`src/rtl/turbo_enc_ctrl.sv`:
```
// Sequencing controller for the rate-1/3 NB-IoT turbo encoder: K data triples, 3-cycle trellis
// termination, then 4 tail triples. Optional sticky start-error flag under `TURBO_ERR_EN`.
module turbo_enc_ctrl #(
    parameter int KMAX = 6144,
    parameter int KW   = 13
) (
    input  logic          clk,
    input  logic          rst,
    input  logic          start,
    input  logic [KW-1:0] k_len,
    input  logic          in_valid,
    output logic          in_ready,
    input  logic          x,
    input  logic          xi,
    output logic          out_valid,
    input  logic          out_ready,
    output logic          d0,
    output logic          d1,
    output logic          d2,
    output logic          out_last,
    output logic          busy,
    output logic          done,
    output logic          err
);

    typedef enum logic [1:0] {
        ST_IDLE = 2'd0,
        ST_DATA = 2'd1,
        ST_TERM = 2'd2,
        ST_TAIL = 2'd3
    } state_t;

    state_t        state_r, state_s;
    logic [2:0]    enc1_r, enc2_r;      // {s1, s2, s3}
    logic [KW-1:0] k_r, count_r;
    logic [1:0]    term_r;
    logic [2:0]    tail_cnt_r;
    logic [11:0]   tail_r;              // [11:6] encoder 1 tail bits, [5:0] encoder 2
    logic          out_valid_r, d0_r, d1_r, d2_r, out_last_r, done_r;

    logic          legal_s, out_free_s, in_ready_s, in_fire_s, last_pair_s;
    logic          tail_load_s, last_hs_s;
    logic [3:0]    step1_s, step2_s, tstep1_s, tstep2_s;
    logic          tu1_s, tu2_s;

    // One RSC step: returns {z, next_state}
    function automatic logic [3:0] rsc_step(input logic u, input logic [2:0] s);
        logic a;
        a = u ^ s[1] ^ s[0];
        return {a ^ s[2] ^ s[0], a, s[2], s[1]};
    endfunction

    // Tail input that drives the feedback bit to zero
    function automatic logic tail_in(input logic [2:0] s);
        return s[1] ^ s[0];
    endfunction

    assign legal_s     = (k_len >= KW'(40)) && (k_len <= KW'(KMAX));
    assign out_free_s  = !out_valid_r || out_ready;
    assign in_ready_s  = (state_r == ST_DATA) && out_free_s;
    assign in_fire_s   = in_valid && in_ready_s;
    assign last_pair_s = (count_r == (k_r - KW'(1)));
    assign tail_load_s = (state_r == ST_TAIL) && out_free_s && (tail_cnt_r < 3'd4);
    assign last_hs_s   = (state_r == ST_TAIL) && out_valid_r && out_ready && out_last_r;

    assign step1_s  = rsc_step(x, enc1_r);
    assign step2_s  = rsc_step(xi, enc2_r);
    assign tu1_s    = tail_in(enc1_r);
    assign tu2_s    = tail_in(enc2_r);
    assign tstep1_s = rsc_step(tu1_s, enc1_r);
    assign tstep2_s = rsc_step(tu2_s, enc2_r);

    // State register
    always_ff @(posedge clk or posedge rst) begin
        if (rst) begin
            state_r <= ST_IDLE;
        end else begin
            state_r <= state_s;
        end
    end

    // Next-state logic
    always_comb begin
        state_s = state_r;
        case (state_r)
            ST_IDLE: begin
                if (start && legal_s) state_s = ST_DATA;
                else                  state_s = ST_IDLE;
            end
            ST_DATA: begin
                if (in_fire_s && last_pair_s) state_s = ST_TERM;
                else                          state_s = ST_DATA;
            end
            ST_TERM: begin
                if (term_r == 2'd2) state_s = ST_TAIL;
                else                state_s = ST_TERM;
            end
            ST_TAIL: begin
                if (last_hs_s) state_s = ST_IDLE;
                else           state_s = ST_TAIL;
            end
            default: state_s = ST_IDLE;
        endcase
    end

    // Encoder states, counters and tail capture
    always_ff @(posedge clk or posedge rst) begin
        if (rst) begin
            enc1_r     <= 3'd0;
            enc2_r     <= 3'd0;
            k_r        <= KW'(0);
            count_r    <= KW'(0);
            term_r     <= 2'd0;
            tail_cnt_r <= 3'd0;
            tail_r     <= 12'd0;
        end else begin
            case (state_r)
                ST_IDLE: begin
                    if (start && legal_s) begin
                        k_r        <= k_len;
                        count_r    <= KW'(0);
                        enc1_r     <= 3'd0;
                        enc2_r     <= 3'd0;
                        term_r     <= 2'd0;
                        tail_cnt_r <= 3'd0;
                        tail_r     <= 12'd0;
                    end
                end
                ST_DATA: begin
                    if (in_fire_s) begin
                        enc1_r  <= step1_s[2:0];
                        enc2_r  <= step2_s[2:0];
                        count_r <= count_r + KW'(1);
                    end
                end
                ST_TERM: begin
                    enc1_r <= tstep1_s[2:0];
                    enc2_r <= tstep2_s[2:0];
                    tail_r <= {tail_r[9:6], tu1_s, tstep1_s[3], tail_r[3:0], tu2_s, tstep2_s[3]};
                    term_r <= term_r + 2'd1;
                end
                ST_TAIL: begin
                    if (tail_load_s) begin
                        tail_r     <= {tail_r[8:0], 3'b000};
                        tail_cnt_r <= tail_cnt_r + 3'd1;
                    end
                end
                default: begin
                    term_r <= 2'd0;
                end
            endcase
        end
    end

    // Single-stage output register; data triples take priority over tail triples
    always_ff @(posedge clk or posedge rst) begin
        if (rst) begin
            out_valid_r <= 1'b0;
            d0_r        <= 1'b0;
            d1_r        <= 1'b0;
            d2_r        <= 1'b0;
            out_last_r  <= 1'b0;
            done_r      <= 1'b0;
        end else begin
            done_r <= last_hs_s;
            if (in_fire_s) begin
                out_valid_r <= 1'b1;
                {d0_r, d1_r, d2_r} <= {x, step1_s[3], step2_s[3]};
                out_last_r  <= 1'b0;
            end else if (tail_load_s) begin
                out_valid_r <= 1'b1;
                {d0_r, d1_r, d2_r} <= tail_r[11:9];
                out_last_r  <= (tail_cnt_r == 3'd3);
            end else if (out_valid_r && out_ready) begin
                out_valid_r <= 1'b0;
                out_last_r  <= 1'b0;
            end else begin
                out_valid_r <= out_valid_r;
            end
        end
    end

`ifdef TURBO_ERR_EN
    logic err_r;

    // Sticky flag for starts that arrive while busy or with an out-of-range length
    always_ff @(posedge clk or posedge rst) begin
        if (rst) begin
            err_r <= 1'b0;
        end else if (start && ((state_r != ST_IDLE) || !legal_s)) begin
            err_r <= 1'b1;
        end else begin
            err_r <= err_r;
        end
    end

    assign err = err_r;
`else
    assign err = 1'b0;
`endif

    assign in_ready  = in_ready_s;
    assign out_valid = out_valid_r;
    assign d0        = d0_r;
    assign d1        = d1_r;
    assign d2        = d2_r;
    assign out_last  = out_last_r;
    assign busy      = (state_r != ST_IDLE);
    assign done      = done_r;

endmodule

```
`config.mk`:
```
export PLATFORM = sky130hd
export DESIGN_NAME = turbo_enc_ctrl
export DESIGN_NICKNAME = d
export VERILOG_FILES = /design/src/rtl/turbo_enc_ctrl.sv
export SDC_FILE = /design/constraint.sdc
export NUM_CORES = 1
export LEC_CHECK = 0
export ABC_AREA = 1
export ABC_CLOCK_PERIOD_IN_PS = 1850
export BUFFER_PORTS_ARGS = -buffer_cell sky130_fd_sc_hd__buf_2
export CAP_MARGIN = 20
export CORE_AREA = 4 4 91 93
export DETAILED_ROUTE_END_ITERATION = 7
export DIE_AREA = 0 0 95 97
export GPL_TIMING_DRIVEN = 1
export PLACE_DENSITY = 0.67
export SYNTH_ARGS = -nofsm -noshare
export SYNTH_HDL_FRONTEND = slang
export SYNTH_SLANG_ARGS = --single-unit
```
`constraint.sdc`:
```
create_clock -name clk -period 1.85 [get_ports clk]
set_clock_uncertainty 0.05 [all_clocks]
set_input_delay 0.185 -clock clk [delete_from_list [all_inputs] [get_ports clk]]
set_output_delay 0.185 -clock clk [all_outputs]
set_load 0.03 [all_outputs]
```
==> results of run 1 <==
## stage by stage
step | hold WS, ns | setup TNS, ns
2_1_floorplan | 0.2616 | 0
3_3_place_gp | 0.1917 | 0
3_5_place_dp | 0.2038 | 0
4_1_cts | 0.02945 | 0
5_1_grt | 0.04391 | -0.1922
6_report | 0.04664 | 0
## repair_timing
| action | CTS | global route |
|---|---|---|
| endpoints found under the setup margin | 0 | 13 |
| hold buffers | 1 | 0 |
| buffers inserted | 0 | 5 |
| resized for setup | 0 | 18 |
| endpoints found under the hold margin | 21 | 0 |
## cell usage in the layout, fill, tap and decap left out, types with 3 or more instances in the layout
master / synthesis / routed
o21ai_2: 10 / 10
nor2_2: 3 / 4
clkbuf_8: 0 / 10
o22ai_1: 10 / 10
ha_1: 9 / 6
nand2_4: 2 / 3
buf_2: 3 / 27
o21ai_1: 19 / 20
dfrtp_1: 57 / 56
nand4_1: 7 / 7
bufinv_16: 0 / 3
a21oi_1: 5 / 5
inv_2: 6 / 10
xor2_1: 23 / 23
inv_1: 60 / 56
xnor2_1: 5 / 5
nor2_1: 43 / 40
nand2_2: 5 / 7
nand3_1: 34 / 34
nor3_1: 8 / 8
nand2_1: 138 / 135
buf_4: 3 / 20
o21ai_0: 16 / 15
## sequential cells by signal, indices dropped and copies added (netlist names), 2 cells and up
name and flops:
k_r 13, term_r 2, count_r 13, tail_r 12, tail_cnt_r 3, enc2_r 3
state_r 2, enc1_r 3
## path summary, 6_finish.rpt
path / start / end / slack, ns / cells after the start
setup / recovery: state_r[1] / d1 / 0.11 / 11
hold / removal: k_len[2] / k_r[2] / 0.05 / 3
setup reg to reg: state_r[1] / d1 / 0.11 / 11
hold reg to reg: d2 / d2 / 0.44 / 2
max in group asynchronous: rst / tail_r[7] / 0.80 / 4
min in group asynchronous: rst / count_r[4] / 0.39 / 3
## power groups by stage
stage	registers [mW]	clock network [mW]	logic [mW]
3_5_place_dp	1.56	0	1.25
4_1_cts	1.54	1.45	1.25
2_1_floorplan	1.59	0	0.884
5_1_grt	1.57	1.50	1.50
6_report	1.54	1.42	1.33
3_3_place_gp	1.55	0	1.23
## synthesized netlist by cell type, drive strengths merged
master  instances
or2             1
xnor2           5
nor2           46
a21boi          1
xor2           23
inv            67
nand2         146
o22ai          10
ha              9
nand4           7
dfrtp          57
nand3b          2
nand3          36
o21ai          45
o311ai          1
nor3           10
a21oi           7
clkbuf          6
conb            1
clkinv          1
buf             8
## critical path, stage by stage, from the launching register on
cell and delay [ns]:
dfrtp_1 0.41, inv_2 0.08, ha_2 0.18, inv_2 0.05
a21oi_4 0.11, nand2_2 0.10, buf_4 0.14, buf_4 0.14
nand2_1 0.07, inv_1 0.08, nand2_1 0.07, o311ai_0 0.11
## final cells by class
| type | instances | area (sq um) | share of cell area (%) |
|---|---|---|---|
| multi-input cells | 350 | 1902 | 44.47 |
| well taps | 102 | 127.6 | 2.984 |
| inverters | 68 | 260.3 | 6.085 |
| flip-flops and latches | 57 | 1428 | 33.38 |
| clock buffers | 11 | 141.4 | 3.306 |
| repair buffers | 49 | 315.3 | 7.373 |
| clock inverters | 5 | 102.6 | 2.399 |
## metal layers
layer  up-vias  track usage, %
li1       1641               -
met1      1477           22.37
met2        38           32.70
met3        12           4.510
met4         0           5.105
met5         -               0
## kinds of logic (layout without fill, tap and decap cells)
family	count (synthesis)	in the layout	synth area share, %
simple gates	248	248	30.26
flops	57	57	39.34
other cells	1	1	0.1034
xor+xnor	28	28	6.763
buf+inv	82	133	9.731
compound gates	64	64	10.70
fa+ha+maj	9	9	3.106
==> impl_metrics.toml, run 1 <==
[grt]
gr-total-overflow = 0
grt_max_degree = 37
grt_pass1_wl_um = 13700
antenna_found_initial = 0
grt_use_total_pct = 18.63
grt_pass1_vias = 3067

[detailed_routing]
wl_met2_um = 4246
drtIter0Drc = 94
vias_per_cell = 4.935
wl_um = 8156
ant_nets = 0
wl_met1_um = 3513
wl_per_cell_um = 12.70
num_vias = 3168
highest_layer = "met4"
drt_pass1_iterations = 4
drc_errors = 0
wl_met3_um = 272

[clock_tree]
clock-sinks = 57
htreeDepth = 3
insertion_delay_ns = 0.33
cts_inserted_buffers = 9
root_buffer = "clkbuf_8"
cts_tree = "yes"
path_clk_slew_ns = 0.07
clk_path_buf_depth = 2

[power]
p_clk_share_pct = 33.1
pwr-share-comb_pct = 31.0
ir_drop_mv = 0.5266
swShare_pct = 35.37
power_frac_seq_pct = 35.9
leakage_nw = 2.055
totalPowerFinal_mw = 4.300
power.switching_mw = 1.521
cellPowerDensity_nw_per_um2 = 1005
p_int_mw = 2.779

[yosys]
synth_area_per_cell_sq_um = 7.415
synth_cell_types = 37
yosysTopAreaCellShare_pct = 39.34
syn-cell-area_sq_um = 3626
syn_nets = 518
synthCells = 489
synth.yosys.warnings = 0
synth_seq_area_share_pct = 39.34
yosys.area.top_type = "dfrtp_1"
ys_seq_elements = 57
synthTopCellsByArea = "dfrtp_1, nand2_1, inv_1"

[cells_and_area]
final_area_sq_um = 4277
fin_cells = 642
finalNetCount = 564
drive_gt1_share_pct = 20.93
fillCellCount = 753
fin_util_pct = 56.82
diodes = 0
area_delta_synth_final_pct = 17.94

[timing]
tightest_slew_ns = 0.5180
layout_setup_ws_ns = 0.1100
slew_violations = 0
max_slew_margin_pct = 65.42
post-route-min-period_ns = 1.740
rsz0062_at_grt = "true"
hold_viol = 0
setup_viol = 0
fin_crit_sh_pct = 94.05
max_freq_mhz = 574.7

[place]
dp_hpwl_um = 6259
place_area_sq_um = 3936
dp_cells = 620
gp_congestion = 0.9138
post-place-ws_ns = 0.02030
io_buffers = 27

[worst_setup_path]
critPathKind = "register to register"
worst-path-max-fanout = 5
worstPathRequired_ns = 1.99
critPathCaptureType = "register"
crit_arrival_ns = 1.88
start_kind = "register"

[die]
ios = 29
die_area_sq_um = 9215
row_count = 32
core_area_sq_um = 7527
die_y_um = 97
floorplan.initialDensity_pct = 48.17
die_w_um = 95

[min_path]
hp-class = "input port to register"

[run_status]
run_status = "complete, no violations"

[job]
cap_violations = 0
Power figures use the tool's default switching activity.
==> run 2, diff against run 1 <==
--- a/config.mk
+++ b/config.mk
@@ -5,15 +5,15 @@
 export SDC_FILE = /design/constraint.sdc
 export NUM_CORES = 1
 export LEC_CHECK = 0
-export ABC_AREA = 1
 export ABC_CLOCK_PERIOD_IN_PS = 1850
 export BUFFER_PORTS_ARGS = -buffer_cell sky130_fd_sc_hd__buf_2
 export CAP_MARGIN = 20
-export CORE_AREA = 4 4 91 93
+export CORE_AREA = 4 4 87 89
 export DETAILED_ROUTE_END_ITERATION = 7
-export DIE_AREA = 0 0 95 97
+export DIE_AREA = 0 0 91 93
 export GPL_TIMING_DRIVEN = 1
 export PLACE_DENSITY = 0.67
+export SLEW_MARGIN = 10
 export SYNTH_ARGS = -nofsm -noshare
 export SYNTH_HDL_FRONTEND = slang
 export SYNTH_SLANG_ARGS = --single-unit
==> run 2 against run 1 <==
Effect of this change:
- the run now ends with negative setup slack left
- register-to-register slack worse by 0.30 ns
- synthesized area is 9.2% lower
- count of clock-buffer cells in the layout is 2 lower
- non-clock buffer count is 34 higher
- combinational power is 120% higher
- worst setup slack worse by 0.30 ns
- final cell count is 22% lower
- critical path type unchanged
==> impl_metrics.toml, run 2 <==
[run_status]
run_status = "finished with violations"
violations = "negative setup slack"

[worst_setup_path]
worst-path-max-fanout = 2
crit_arrival_ns = 2.24
critPathKind = "register to register"
start_kind = "register"
worstPathRequired_ns = 2.06
critPathCaptureType = "register"

[yosys]
netlist_top_cells_count = "dfrtp_1, nor2_1, a21oi_1"
synthMuxAreaShare_pct = 8.891
synth_top_family_by_area = "simple AND/OR/NAND/NOR gates"
synth_cell_types = 50
synthAdderAreaFrac_pct = 3.419
synth_seq_area_share_pct = 43.31
yosys.area_share.simple_pct = 17.55
syn_nets = 361
synthCells = 332
yosys.area.top_type = "dfrtp_1"
synth_edf_count = 0
synthTopCellsByArea = "dfrtp_1, mux2_2, xnor2_1"
ys_seq_elements = 57
post-synth-top-count-cell = "dfrtp_1"
synthArstFlopShare_pct = 100.0
synth_ff_type = "dfrtp_1"
synth-xor-area-share_pct = 7.447
synth_area_per_cell_sq_um = 9.919
synth.yosys.warnings = 0
syn-cell-area_sq_um = 3293
synth_compound_area_share_pct = 15.01
yosysTopAreaCellShare_pct = 43.31

[power]
pwr-share-comb_pct = 47.5
leakage_nw = 1.909
power_frac_seq_pct = 31.3
p_int_mw = 3.912
swShare_pct = 37.70
power.switching_mw = 2.367
p_clk_share_pct = 21.2
totalPowerFinal_mw = 6.280
ir_drop_mv = 0.6549
cellPowerDensity_nw_per_um2 = 1462

[grt]
antenna_found_initial = 0
grt_pass1_wl_um = 12830
gr-total-overflow = 0
grt_pass1_vias = 2712
grt_max_degree = 58
grt_use_total_pct = 18.79

[clock_tree]
cts_inserted_buffers = 9
htreeDepth = 3
insertion_delay_ns = 0.34
root_buffer = "clkbuf_8"
clock-sinks = 57
clk_path_buf_depth = 2
cts_tree = "yes"
path_clk_slew_ns = 0.08

[detailed_routing]
wl_um = 7594
num_vias = 2772
ant_nets = 0
drt_pass1_iterations = 4
wl_per_cell_um = 15.22
drc_errors = 0
vias_per_cell = 5.555
drtIter0Drc = 161

[cells_and_area]
area_delta_synth_final_pct = 30.47
final_cell_mix = "dfrtp_1, buf_4, nor2_1"
drive_gt1_share_pct = 36.28
mostFrequentLayoutCell = "dfrtp_1"
fin_cells = 499
diodes = 0
finalNetCount = 443
top_regs = "count_r x13, k_r x13, tail_r x12"

[timing]
fin_crit_sh_pct = 110.1
max_freq_mhz = 491.1
setup_viol = 7
slew_violations = 0
whs_ns = 0.03667
post-route-min-period_ns = 2.036
layout_setup_ws_ns = -0.1863
setup_tns_ns = -0.4566
hold_viol = 0
rsz0062_at_grt = "true"

[job]
cap_violations = 0

[place]
gp_congestion = 0.7885
dp_cells = 471
io_buffers = 27
dp_hpwl_um = 5331

[die]
die_y_um = 93
die_area_sq_um = 8463
core_area_sq_um = 6756
floorplan.initialDensity_pct = 48.74
die_w_um = 91
ios = 29
row_count = 30

[min_path]
hp-class = "input port to register"
## run 2: cell types whose count changed in the layout (fill, tap and decap cells not counted), sizes merged, moves of 10 or more
cell | previous run | this run
a21oi | 7 | 22
nand2 | 146 | 21
mux2i | 0 | 11
inv | 67 | 19
nor2 | 46 | 29
mux2 | 0 | 16
xor2 | 23 | 12
o21ai | 45 | 20
nand3 | 36 | 16
buf | 48 | 82
xnor2 | 5 | 16
o22ai | 10 | 0
## run 2: power groups by stage
| stage | Combinational [mW] | Sequential, mW | Clock (mW) |
|---|---|---|---|
| floorplan | 1.67 | 2.06 | 0 |
| global placement | 2.63 | 1.96 | 0 |
| detailed placement | 2.68 | 1.97 | 0 |
| CTS | 2.82 | 1.95 | 1.36 |
| global route | 3.25 | 2.02 | 1.41 |
| finish | 2.98 | 1.96 | 1.33 |
## run 2: final cells by class
cell class / instances / area, sq um
clock buffers: 9 / 123.9
clock inverters: 7 / 101.3
fillers: 557 / 2460
inverters: 18 / 71.32
multi-input cells: 245 / 1878
flip-flops and latches: 57 / 1428
well taps: 80 / 100.1
repair buffers: 83 / 594.3
## run 2: worst max-delay path, cell delays in order (launching register included)
cell and delay (ns):
dfrtp_1 0.39, inv_2 0.07, buf_4 0.13, buf_4 0.12
buf_4 0.12, buf_4 0.12, buf_4 0.13, buf_4 0.12
nand4b_1 0.10, xnor2_1 0.12, a32oi_1 0.09, nor3_2 0.25
o2bb2ai_1 0.16
## run 2: timing repair
item,in CTS,in global routing
hold buffers,1,0
setup endpoints to repair,5,20
pin swaps,7,8
gates resized for setup,3,17
endpoints found under the hold margin,57,0
setup buffers,8,2
cloned,0,1
## run 2: metrics by stage
step	utilization, %	worst slack, ns	area, sq um
after floorplan	-	-0.06708	3385
after global placement	57.69	-0.1873	3897
after detailed placement	57.69	-0.2307	3897
after CTS	62.19	-0.2086	4202
after global routing	63.59	-0.3241	4297
final	63.59	-0.1863	4297
## run 2: kinds of logic (layout without fill, tap and decap cells)
kind of cell | after synthesis | count (layout)
AO/OA/AOI/OAI | 73 | 73
XOR/XNOR | 28 | 28
adder cells (fa/ha/maj) | 9 | 9
buffers and inverters | 31 | 117
flip-flops | 57 | 57
multiplexers | 26 | 27
other | 1 | 1
AND/OR/NAND/NOR | 107 | 107
## run 2: final timing paths
path / startpoint / to / slack, ns / cells past startpoint
max: k_r[1] / state_r[1] / -0.19 / 12
max reg2reg: k_r[1] / state_r[1] / -0.19 / 12
min reg2reg: tail_cnt_r[1] / tail_cnt_r[1] / 0.48 / 2
max in group asynchronous: rst / out_valid / 1.07 / 4
min in group asynchronous: rst / k_r[7] / 0.38 / 4
min: x / d0 / 0.04 / 3
## run 2: metal layers
metal | track usage [%] | up-vias | routed length [um]
li1 | - | 1350 | -
met1 | 26.45 | 1360 | 3644
met2 | 29.18 | 51 | 3571
met3 | 2.253 | 11 | 258
met4 | 8.417 | 0 | 119
met5 | 0 | - | 0
==> run 3, diff against run 2 <==
--- a/config.mk
+++ b/config.mk
@@ -6,7 +6,7 @@
 export NUM_CORES = 1
 export LEC_CHECK = 0
 export ABC_CLOCK_PERIOD_IN_PS = 1850
-export BUFFER_PORTS_ARGS = -buffer_cell sky130_fd_sc_hd__buf_2
+export BUFFER_PORTS_ARGS = -buffer_cell sky130_fd_sc_hd__buf_4
 export CAP_MARGIN = 20
 export CORE_AREA = 4 4 87 89
 export DETAILED_ROUTE_END_ITERATION = 7
==> run 3 against run 2 <==
Effect of this change:
- the flow still finishes with violations (negative setup slack)
- power is 0.55% lower
- sequential share of layout area is 0.47 points lower
- combinational power is 5% higher
- die area stayed put
- global-route usage is 0.23 points lower
- register-to-register slack better by 0.04 ns
- count of clock-buffer cells in the layout is 2 higher
- final cell count is 0.40% lower
- clock power is 11% lower
- largest cell class unchanged
- largest power group unchanged
==> impl_metrics.toml, run 3 (same netlist as run 2, synthesis figures left out) <==
[run_status]
run_status = "finished with violations"
violations = "negative setup slack"

[clock_tree]
cts_tree = "yes"
insertion_delay_ns = 0.34
htreeDepth = 3
clk_path_buf_depth = 2
path_clk_slew_ns = 0.07
cts_inserted_buffers = 9
clock-sinks = 57
root_buffer = "clkbuf_8"

[cells_and_area]
finalNetCount = 441
drive_gt1_share_pct = 35.25
mostFrequentLayoutCell = "buf_4"
area_delta_synth_final_pct = 32.33
fillCellCount = 559
final_cell_mix = "buf_4, dfrtp_1, nor2_1"
top_regs = "count_r x13, k_r x13, tail_r x12"
final_area_sq_um = 4358
diodes = 0

[power]
p_clk_share_pct = 18.9
leakage_nw = 1.927
totalPowerFinal_mw = 6.245
p_int_mw = 3.872
swShare_pct = 38.01
power_frac_seq_pct = 31.1
pwr-share-comb_pct = 50.0
power.switching_mw = 2.374
ir_drop_mv = 0.8807
cellPowerDensity_nw_per_um2 = 1433

[die]
die_area_sq_um = 8463
row_count = 30
floorplan.initialDensity_pct = 48.74
ios = 29
core_area_sq_um = 6756
die_w_um = 91
die_y_um = 93

[timing]
max_freq_mhz = 500.7
rsz0062_at_grt = "true"
setup_viol = 5
max_slew_margin_pct = 64.70
whs_ns = 0.03995
tightest_slew_ns = 0.5288
layout_setup_ws_ns = -0.1471
slew_violations = 0
post-route-min-period_ns = 1.997
hold_viol = 0
fin_crit_sh_pct = 108.0

[grt]
grt_max_degree = 36
grt_pass1_vias = 2607
grt_use_total_pct = 18.55
antenna_found_initial = 0
gr-total-overflow = 0
grt_pass1_wl_um = 12570

[detailed_routing]
ant_nets = 0
drt_pass1_iterations = 4
vias_per_cell = 5.704
wl_per_cell_um = 16.21
wl_um = 8057
drc_errors = 0
num_vias = 2835
drtIter0Drc = 87

[worst_setup_path]
critPathKind = "register to register"
critPathSlowestCell = "or4b_4"
worstReg2RegStart = "k_r[0]"
crit_buf_inv = 1
cp.depth = 8
path_cells = "inv_2, ha_4, or4b_4, nor3_2, xnor2_1, nand4b_1, nor2_1, a21oi_1"
critPathCaptureType = "register"
reg2reg_slack_ns = -0.15
regToRegEndpoint = "state_r[0]"
worst-path-max-fanout = 4
worstPathRequired_ns = 2.02
start_kind = "register"
critPathTopFamily = "simple AND/OR/NAND/NOR gates"
cp_slowest_stage_delay_ns = 0.51
crit_arrival_ns = 2.16
rr_worst_depth = 8

[place]
dp_hpwl_um = 5569
io_buffers = 27
gp_congestion = 0.8179
place_area_sq_um = 3965
post-place-ws_ns = -0.2639

[job]
cap_violations = 0

[min_path]
hp-start = "x"
holdPathEnd = "d0"
whs_path_depth = 3
hp-class = "input port to register"
run 3: cell count changes in the layout (fill, tap and decap cells not counted), sizes merged:
cell    change
bufinv      -1
buf         -4
clkinv      +1
inv         -2
clkbuf      +4
run 3: area by class of cell:
type | instances | area [sq um] | area share (%)
well taps | 80 | 100.1 | 2.297
multi-input cells | 245 | 1877 | 43.07
clock buffers | 11 | 141.4 | 3.244
flip-flops and latches | 57 | 1428 | 32.76
repair buffers | 81 | 685.7 | 15.73
clock inverters | 5 | 55.05 | 1.263
inverters | 18 | 71.32 | 1.637
run 3: worst min-delay path, stage by stage:
cell and delay, ns:
buf_4 0.10, nand2_1 0.04, o21ai_0 0.07
run 3: per-stage QoR:
step                      instances  util, %  setup TNS, ns
after floorplan                 332        -        -0.2497
final                           497    64.50        -0.3758
after detailed placement        471    58.69         -6.675
after global routing            497    64.50         -1.181
after global placement          471    58.69         -4.939
after CTS                       489    61.94        -0.3692
run 3: layer usage:
layer,vias up,part of all wire [%],global-route usage [%]
li1,1347,-,-
met1,1409,48,26.29
met2,65,47,27.77
met3,14,3.5,3.138
met4,0,1.9,8.543
met5,-,0,0
run 3: repair_timing:
item / in CTS / in global routing
endpoints found under the hold margin: 22 / 0
setup buffers: 1 / 5
setup endpoints to repair: 5 / 23
hold buffers: 1 / 0
pin swaps: 5 / 9
cloned: 0 / 3
resized for setup: 2 / 18
run 3: power by group through the flow:
| stage | clock network [mW] | registers (mW) | logic (mW) |
|---|---|---|---|
| 2_1_floorplan | 0 | 2.06 | 1.67 |
| 3_3_place_gp | 0 | 1.94 | 2.68 |
| 3_5_place_dp | 0 | 1.95 | 2.75 |
| 4_1_cts | 1.19 | 1.93 | 2.77 |
| 5_1_grt | 1.25 | 2.00 | 3.38 |
| 6_report | 1.18 | 1.94 | 3.12 |
run 3: how the worst max path moves through the flow:
stage / from / to / slack (ns)
4_1_cts: k_r[0] / state_r[0] / -0.19
3_5_place_dp: k_len[7] / count_r[12] / -0.26
5_1_grt: k_r[0] / state_r[0] / -0.25
2_1_floorplan: k_r[0] / state_r[0] / -0.07
6_report: k_r[0] / state_r[0] / -0.15
3_3_place_gp: k_len[7] / count_r[12] / -0.23
